--- src/rtl/lpc_pkg.sv ---
// Shared definitions for the LPC I/O target front end.
// Holds the FSM state encoding, the LAD nibble constants used on the bus
// and the default claimed I/O address.
package lpc_pkg;

  // FSM state encoding (legacy-compatible plain constants)
  typedef logic [2:0] lpc_state_t;

  localparam lpc_state_t ST_IDLE    = 3'd0;
  localparam lpc_state_t ST_CYCTYPE = 3'd1;
  localparam lpc_state_t ST_ADDR    = 3'd2;
  localparam lpc_state_t ST_WDATA   = 3'd3;
  localparam lpc_state_t ST_HTAR    = 3'd4;
  localparam lpc_state_t ST_SYNC    = 3'd5;
  localparam lpc_state_t ST_RDATA   = 3'd6;
  localparam lpc_state_t ST_PTAR    = 3'd7;

  // LAD nibble values
  localparam logic [3:0] LAD_START  = 4'b0000;
  localparam logic [3:0] CYC_IO_RD  = 4'b0000;
  localparam logic [3:0] CYC_IO_WR  = 4'b0010;
  localparam logic [3:0] SYNC_READY = 4'b0000;
  localparam logic [3:0] SYNC_SWAIT = 4'b0101;
  localparam logic [3:0] LAD_TAR    = 4'b1111;

  localparam logic [15:0] DEFAULT_BASE_ADDR = 16'h0080;

  // Masked address compare: only bits set in mask take part.
  function automatic logic addr_match(input logic [15:0] addr, input logic [15:0] base,
                                      input logic [15:0] mask);
    return (addr & mask) == (base & mask);
  endfunction

endpackage

--- src/rtl/lpc_io_target.sv ---
// LPC bus I/O target front end.
// Decodes host I/O read/write cycles on LAD/LFRAME# and produces single-cycle
// register strobes for the I/O-mapped devices behind it.
//
// Ports:
//   lclk, lreset_n    LPC clock, async active-low reset (LRESET#)
//   lframe_n, lad_in  LFRAME# and sampled LAD from the pad
//   lad_out, lad_oe   LAD drive value and pad output enable
//   addr, din         captured cycle address and write data
//   dout              read data from the selected device
//   device_cs         address-matched pulse, coincident with a strobe
//   io_wren, io_rden  one-cycle write / read strobes
//   lpc_en            high while a claimed cycle is in progress
module lpc_io_target
  import lpc_pkg::*;
#(
  parameter logic [15:0] BASE_ADDR = DEFAULT_BASE_ADDR,
  parameter logic [15:0] ADDR_MASK = 16'hFFFF,
  parameter int unsigned SYNC_WAIT = 0
) (
  input  logic        lclk,
  input  logic        lreset_n,
  input  logic        lframe_n,
  input  logic [3:0]  lad_in,
  output logic [3:0]  lad_out,
  output logic        lad_oe,
  output logic [15:0] addr,
  output logic [7:0]  din,
  input  logic [7:0]  dout,
  output logic        device_cs,
  output logic        io_wren,
  output logic        io_rden,
  output logic        lpc_en
);

  localparam logic [3:0] SyncWaitW = 4'(SYNC_WAIT);

  lpc_state_t  state_q, state_d;
  logic [1:0]  nib_q, nib_d;
  logic [3:0]  wait_q, wait_d;
  logic        is_wr_q, is_wr_d;
  logic [15:0] addr_q, addr_d;
  logic [7:0]  din_q, din_d;
  logic [7:0]  dout_q, dout_d;
  logic        sync_ready;

  assign sync_ready = (state_q == ST_SYNC) && (wait_q == SyncWaitW);

  always_comb begin
    state_d = state_q;
    nib_d   = nib_q;
    wait_d  = wait_q;
    is_wr_d = is_wr_q;
    addr_d  = addr_q;
    din_d   = din_q;
    dout_d  = dout_q;

    if (sync_ready) begin
      dout_d = dout;
    end

    if (!lframe_n) begin
      // START or host abort: takes priority in every state and suppresses capture
      state_d = (lad_in == LAD_START) ? ST_CYCTYPE : ST_IDLE;
      nib_d   = 2'd0;
    end else begin
      case (state_q)
        ST_IDLE: ;
        ST_CYCTYPE: begin
          nib_d = 2'd0;
          if (lad_in == CYC_IO_RD) begin
            is_wr_d = 1'b0;
            state_d = ST_ADDR;
          end else if (lad_in == CYC_IO_WR) begin
            is_wr_d = 1'b1;
            state_d = ST_ADDR;
          end else begin
            state_d = ST_IDLE;
          end
        end
        ST_ADDR: begin
          addr_d = {addr_q[11:0], lad_in};
          if (nib_q == 2'd3) begin
            nib_d = 2'd0;
            if (addr_match(addr_d, BASE_ADDR, ADDR_MASK)) begin
              state_d = is_wr_q ? ST_WDATA : ST_HTAR;
            end else begin
              state_d = ST_IDLE;
            end
          end else begin
            nib_d = nib_q + 2'd1;
          end
        end
        ST_WDATA: begin
          // Data arrives least significant nibble first
          if (nib_q == 2'd0) begin
            din_d[3:0] = lad_in;
            nib_d      = 2'd1;
          end else begin
            din_d[7:4] = lad_in;
            nib_d      = 2'd0;
            state_d    = ST_HTAR;
          end
        end
        ST_HTAR: begin
          if (nib_q == 2'd1) begin
            nib_d   = 2'd0;
            wait_d  = 4'd0;
            state_d = ST_SYNC;
          end else begin
            nib_d = nib_q + 2'd1;
          end
        end
        ST_SYNC: begin
          if (sync_ready) begin
            nib_d   = 2'd0;
            state_d = is_wr_q ? ST_PTAR : ST_RDATA;
          end else begin
            wait_d = wait_q + 4'd1;
          end
        end
        ST_RDATA: begin
          if (nib_q == 2'd1) begin
            nib_d   = 2'd0;
            state_d = ST_PTAR;
          end else begin
            nib_d = nib_q + 2'd1;
          end
        end
        ST_PTAR: begin
          if (nib_q == 2'd1) begin
            nib_d   = 2'd0;
            state_d = ST_IDLE;
          end else begin
            nib_d = nib_q + 2'd1;
          end
        end
        default: state_d = ST_IDLE;
      endcase
    end
  end

  always_ff @(posedge lclk or negedge lreset_n) begin
    if (!lreset_n) begin
      state_q <= ST_IDLE;
      nib_q   <= 2'd0;
      wait_q  <= 4'd0;
      is_wr_q <= 1'b0;
      addr_q  <= 16'h0000;
      din_q   <= 8'h00;
      dout_q  <= 8'h00;
    end else begin
      state_q <= state_d;
      nib_q   <= nib_d;
      wait_q  <= wait_d;
      is_wr_q <= is_wr_d;
      addr_q  <= addr_d;
      din_q   <= din_d;
      dout_q  <= dout_d;
    end
  end

  // LAD drive is decoded from registered state only; no path from lad_in.
  always_comb begin
    lad_oe  = 1'b0;
    lad_out = LAD_TAR;
    case (state_q)
      ST_SYNC: begin
        lad_oe  = 1'b1;
        lad_out = sync_ready ? SYNC_READY : SYNC_SWAIT;
      end
      ST_RDATA: begin
        lad_oe  = 1'b1;
        lad_out = (nib_q == 2'd0) ? dout_q[3:0] : dout_q[7:4];
      end
      ST_PTAR: begin
        lad_oe  = (nib_q == 2'd0);
        lad_out = LAD_TAR;
      end
      default: ;
    endcase
  end

  assign device_cs = sync_ready;
  assign io_wren   = sync_ready & is_wr_q;
  assign io_rden   = sync_ready & ~is_wr_q;
  // States past a successful address match
  assign lpc_en    = (state_q == ST_WDATA) || (state_q == ST_HTAR) || (state_q == ST_SYNC) ||
                     (state_q == ST_RDATA) || (state_q == ST_PTAR);
  assign addr      = addr_q;
  assign din       = din_q;

endmodule

--- config.mk ---
export PLATFORM = sky130hd
export DESIGN_NAME = lpc_io_target
export DESIGN_NICKNAME = d
export VERILOG_FILES = /design/src/rtl/lpc_pkg.sv /design/src/rtl/lpc_io_target.sv
export SDC_FILE = /design/constraint.sdc
export NUM_CORES = 1
export LEC_CHECK = 0
export ABC_AREA = 1
export BUFFER_PORTS_ARGS = -buffer_cell sky130_fd_sc_hd__buf_4
export CAP_MARGIN = 20
export CORE_UTILIZATION = 58
export DETAILED_ROUTE_END_ITERATION = 8
export PLACE_DENSITY = 0.95
export SYNTH_ARGS = -nofsm -noshare
export SYNTH_HDL_FRONTEND = slang
export SYNTH_SLANG_ARGS = --single-unit
--- constraint.sdc ---
create_clock -name lclk -period 3.06 [get_ports lclk]
set_input_delay 0.459 -clock lclk [delete_from_list [all_inputs] [get_ports lclk]]
set_output_delay 0.459 -clock lclk [all_outputs]
set_load 0.05 [all_outputs]
# Yosys cells after proc, flatten, opt, wreduce, memory -nomap -nowiden
# Index checks and enable logic that the tools add are counted.
# classes
addsub	2
multipliers	0
div_mod_pow	0
n_lt_le_gt_ge	0
eq_ne	21
shift	0
n_mux	29
n_bitwise	4
n_reduce_logical	19
# ops
operator	n
$mux 3	10
$pmux 3 s7	1
$ne 3x3->1 const B	6
$eq 16x8->1 const B	1
$pmux 4 s2	2
$eq 3x3->1 const B	4
$mux 2	6
$mux 4	3
$pmux 2 s5	1
$reduce_and 3->1	3
$logic_not 4->1	2
$ne 8x1->1 const B	1
$reduce_and 7->1	1
$eq 3x2->1 const B	2
$ne 6x2->1 const B	1
$mux 1	5
$add 4x1->4 const B	1
$eq 4x2->1 const B	1
$logic_or 1x1->1	4
$ne 2x2->1 const B	2
$reduce_and 2->1	2
$reduce_and 4->1	1
$reduce_bool 2->1	2
$eq 3x1->1 const B	1
10 further kinds	12
# totals
register_bits	42
latch_bits	0
mem_bits_rw	0
romBits	0
input_bits	15
out_inout_bits	33
elab_cells	83
memories	0

# Longest topological paths before layout
# logic_depth
word_depth	5
mapped_depth	11
mapped_depth_nobuf	11

# Worst setup path before layout
# Ideal clock, no wire load.
# synth_path
path_type	flip-flop to output port
start	register nib_q[0]
end	output lad_out[1]
t_arrival_ns	2.143
t_required_ns	2.601
path_slack_ns	0.458
path_stages_with_launch	7
path_buffers	1
path_cell_list	dfrtp_1 -> inv_1 -> ha_1 -> inv_1 -> clkbuf_1 -> o21ai_0 -> o21ai_0
# synth_via
elab_chain_cells	3
# synth_rtl
element	line_no	text
from (decl)	lpc_io_target.sv:39	logic [1:0] nib_q, nib_d;
from (signal assigned)	lpc_io_target.sv:154	nib_q <= nib_d;
$logic_not 2->1	lpc_io_target.sv:174	lad_out = (nib_q == 2'd0) ? dout_q[3:0] : dout_q[7:4];
$mux 4	lpc_io_target.sv:174	
$pmux 4 s2	lpc_io_target.sv:167	case (state_q)
to (decl)	lpc_io_target.sv:25	output logic [3:0] lad_out,
# Every way passes these cells.

# Worst setup path after layout
# layout_path
start	register state_q[0]
end	output lad_oe
# layout_via
elab_chain_cells	3
word_cells_on_any_way	5
cone_classes	eq/ne: 3; mux: 1; reduce/logical: 1
# layout_rtl
element	line_no	text
from (decl)	lpc_io_target.sv:38	lpc_state_t state_q, state_d;
from (signal assigned)	lpc_io_target.sv:153	state_q <= state_d;
$eq 3x3->1	lpc_io_target.sv:167	
$reduce_or 2->1 (no line)	--	
$pmux 1 s2 *	lpc_io_target.sv:167	
to (decl)	lpc_io_target.sv:26	output logic lad_oe,
# Every way passes the cells marked *; elsewhere a longest branch is shown, timed or not.

==> metrics.txt <==
Clock Latency Late Sink=0.30 ns; sequential group share of total power=0.383; Worst setup SP type=register; Synth cell types=28; syn nets=273; global-route wire length before repair=8140 µm; Comb pwr share=0.416; 1st-pass router iterations=4; final core occ=0.731; die outline height=63.7 µm; Core ar.=3660 µm²; Hold WS=0.128 ns; EDFF count, synth=0; fillers=254; Inserted Clock Buffers=5; share of cells above drive strength 1=0.277; Reg clk slew, reported paths=0.08 ns; final critical-path share of the clock period=0.734; Root Buffer=clkbuf_8; worst clock skew=0.00364 ns; Critical Path Sink Type=output port; routed wire length per instance=13.4 µm; P&R area growth vs syn=21.1%; Power Internal=1.24 mW; full die area=4060 µm²; Layout Nets=320; Post-synth top cells=nand2_1 (63), dfrtp_1 (42), o21ai_0 (29), inv_1 (26), nor2_1 (23); Worst Max-Slew Pin Slew=0.520 ns; Die Wd=63.7 µm; DRT iter0 DRCs=113; detailed placement HPWL=3370 µm; Post-DP Area=2560 µm²; largest net degree at the start of global routing=43; hold_buf cts=0; Seq cells post-synth=42; Worst EP required=2.60 ns; critical path peak fanout=8; Final Hold Fails=0; HP Class=primary input to async pin; Yosys warnings=0; vias per cell=5.32; Switch Pwr=0.932 mW; slew margin rel.=0.654; WS Path Type=register to output port; Tot Pwr=2.17 mW; post-cts gate resize count=0; post-synthesis cell count=252; Mapped Area=2210 µm²; Arr. time, crit path=1.79 ns; DRT antenna net count=0; TritonCTS Sinks=42; wirelength, routed=4660 µm; I/O pins=48; total negative slack=0 ns; Max VDD drop=0.501 mV; cell taking the most area after synthesis=dfrtp_1; Max Clock Freq=445 MHz; Max Cap Viol=0; Starting Density=0.604; unrepaired setup endpoints after global routing=false; Final Critical Period=2.25 ns; Clock power frac=0.201; vias in the first global route=1729; Mapped Avg Cell Area=8.77 µm²; Pleak=1.40 nW; CTS tree=yes; cell with the most instances after synthesis=nand2_1; final instance area=2680 µm²; via count=1853; GRT overflow=0; Net Sw Frac=0.429; status=complete, no violations; register area share after synthesis=0.476; slowest stage cell, crit path=dfrtp_1; GRT Total Usage=0.266; async set or reset register ratio after synthesis=1.00; CTS H-tree depth=2; Yosys top cell area share=0.476; most used flip-flop cell after synthesis=dfrtp_1; final setup violating endpoints=0; GPL Wtd Cong=0.938; max incr delay on CP=0.51 ns; # port buffers=47; initial antenna violation count=0; CP cell instances=inv_4 > nand2_1 > nor2_4 > inv_1 > nand2_1 > inv_1 > o21ai_0 > buf_4; Final Slew Violations=0; # diodes=0; # DRC=0; pwr/cell area=812 nW/µm²; post-CTS setup buffers=0; Row Count=22; Area contributors post-synth=dfrtp_1 (48%), nand2_1 (11%), o21ai_0 (6.6%); clk buf depth=2
-- power by group through the flow --
stage | Clock, mW | Sequential [mW] | Combinational (mW)
after floorplan | 0 | 1.18 | 0.283
after global placement | 0 | 0.831 | 0.878
after detailed placement | 0 | 0.841 | 0.901
after CTS | 0.439 | 0.832 | 0.906
after global routing | 0.469 | 0.854 | 0.964
final | 0.437 | 0.831 | 0.904
-- state kept, by name, indices dropped and copies added, names as in the netlist --
register / flops
addr: 16
din: 8
dout_q: 8
is_wr_q: 1
nib_q: 2
state_q: 3
wait_q: 4
-- through the flow --
stage	cells	setup slack, ns
after global placement	340	1.21
after floorplan	252	0.458
after detailed placement	340	1.16
after global routing	348	0.652
final	348	0.813
after CTS	348	0.822
-- layer usage --
metal / GRT usage / part of all wire
met3: 0.0779 / 0.054
met2: 0.428 / 0.50
met4: 0.0966 / 0.018
met5: 0 / 0
met1: 0.337 / 0.43
-- final cells by class --
class | count | area, µm² | share of cell area
multi-input combinational | 171 | 978 | 0.366
sequential | 42 | 1050 | 0.393
tap | 48 | 60.1 | 0.0225
inverter | 32 | 123 | 0.0458
clock inverter | 2 | 37.5 | 0.0140
timing repair buffer | 47 | 353 | 0.132
clock buffer | 6 | 72.6 | 0.0271
-- layout by cell type, fill, tap and decap left out, types with 2 or more instances in the layout --
cell      count
nor3_1        2
mux2_4        6
nand3_1      13
o31ai_1       2
buf_4        47
dfrtp_1      42
nor2_4        4
nand2_1      63
a21oi_1       3
inv_2         5
nor2_1       23
o21ai_0      29
inv_1        26
mux2_2        7
ha_1          6
clkbuf_8      5
nand3_2       3
o211ai_1      2
-- logic make-up (layout without fill, tap and decap cells) --
kind of cell	after synthesis	count (layout)	synth area share
flip-flops	42	42	0.476
adder cells (fa/ha/maj)	6	6	0.0340
XOR/XNOR	2	2	0.00793
AND/OR/NAND/NOR	111	111	0.230
buffers and inverters	39	87	0.0815
multiplexers	13	13	0.0764
AO/OA/AOI/OAI	39	39	0.0946
-- path summary, 6_finish.rpt --
| check | start | to | slack [ns] | depth (start not counted) |
|---|---|---|---|---|
| max | state_q[0] | lad_oe | 0.81 | 8 |
| max in group asynchronous | lreset_n | addr[3] | 2.58 | 1 |
| min reg2reg | din[5] | din[5] | 0.50 | 2 |
| min | lreset_n | dout_q[6] | 0.13 | 1 |
| min in group lclk | dout[4] | dout_q[4] | 0.37 | 3 |
| max reg2reg | state_q[1] | dout_q[3] | 1.44 | 4 |
-- critical path, delay by kind of cell, from the launching register on --
family | cells | cell delay [ns]
flip-flops | 1 | 0.51
buffers and inverters | 4 | 0.52
AO/OA/AOI/OAI | 1 | 0.11
AND/OR/NAND/NOR | 3 | 0.35
(Power assumes the default switching activity.)
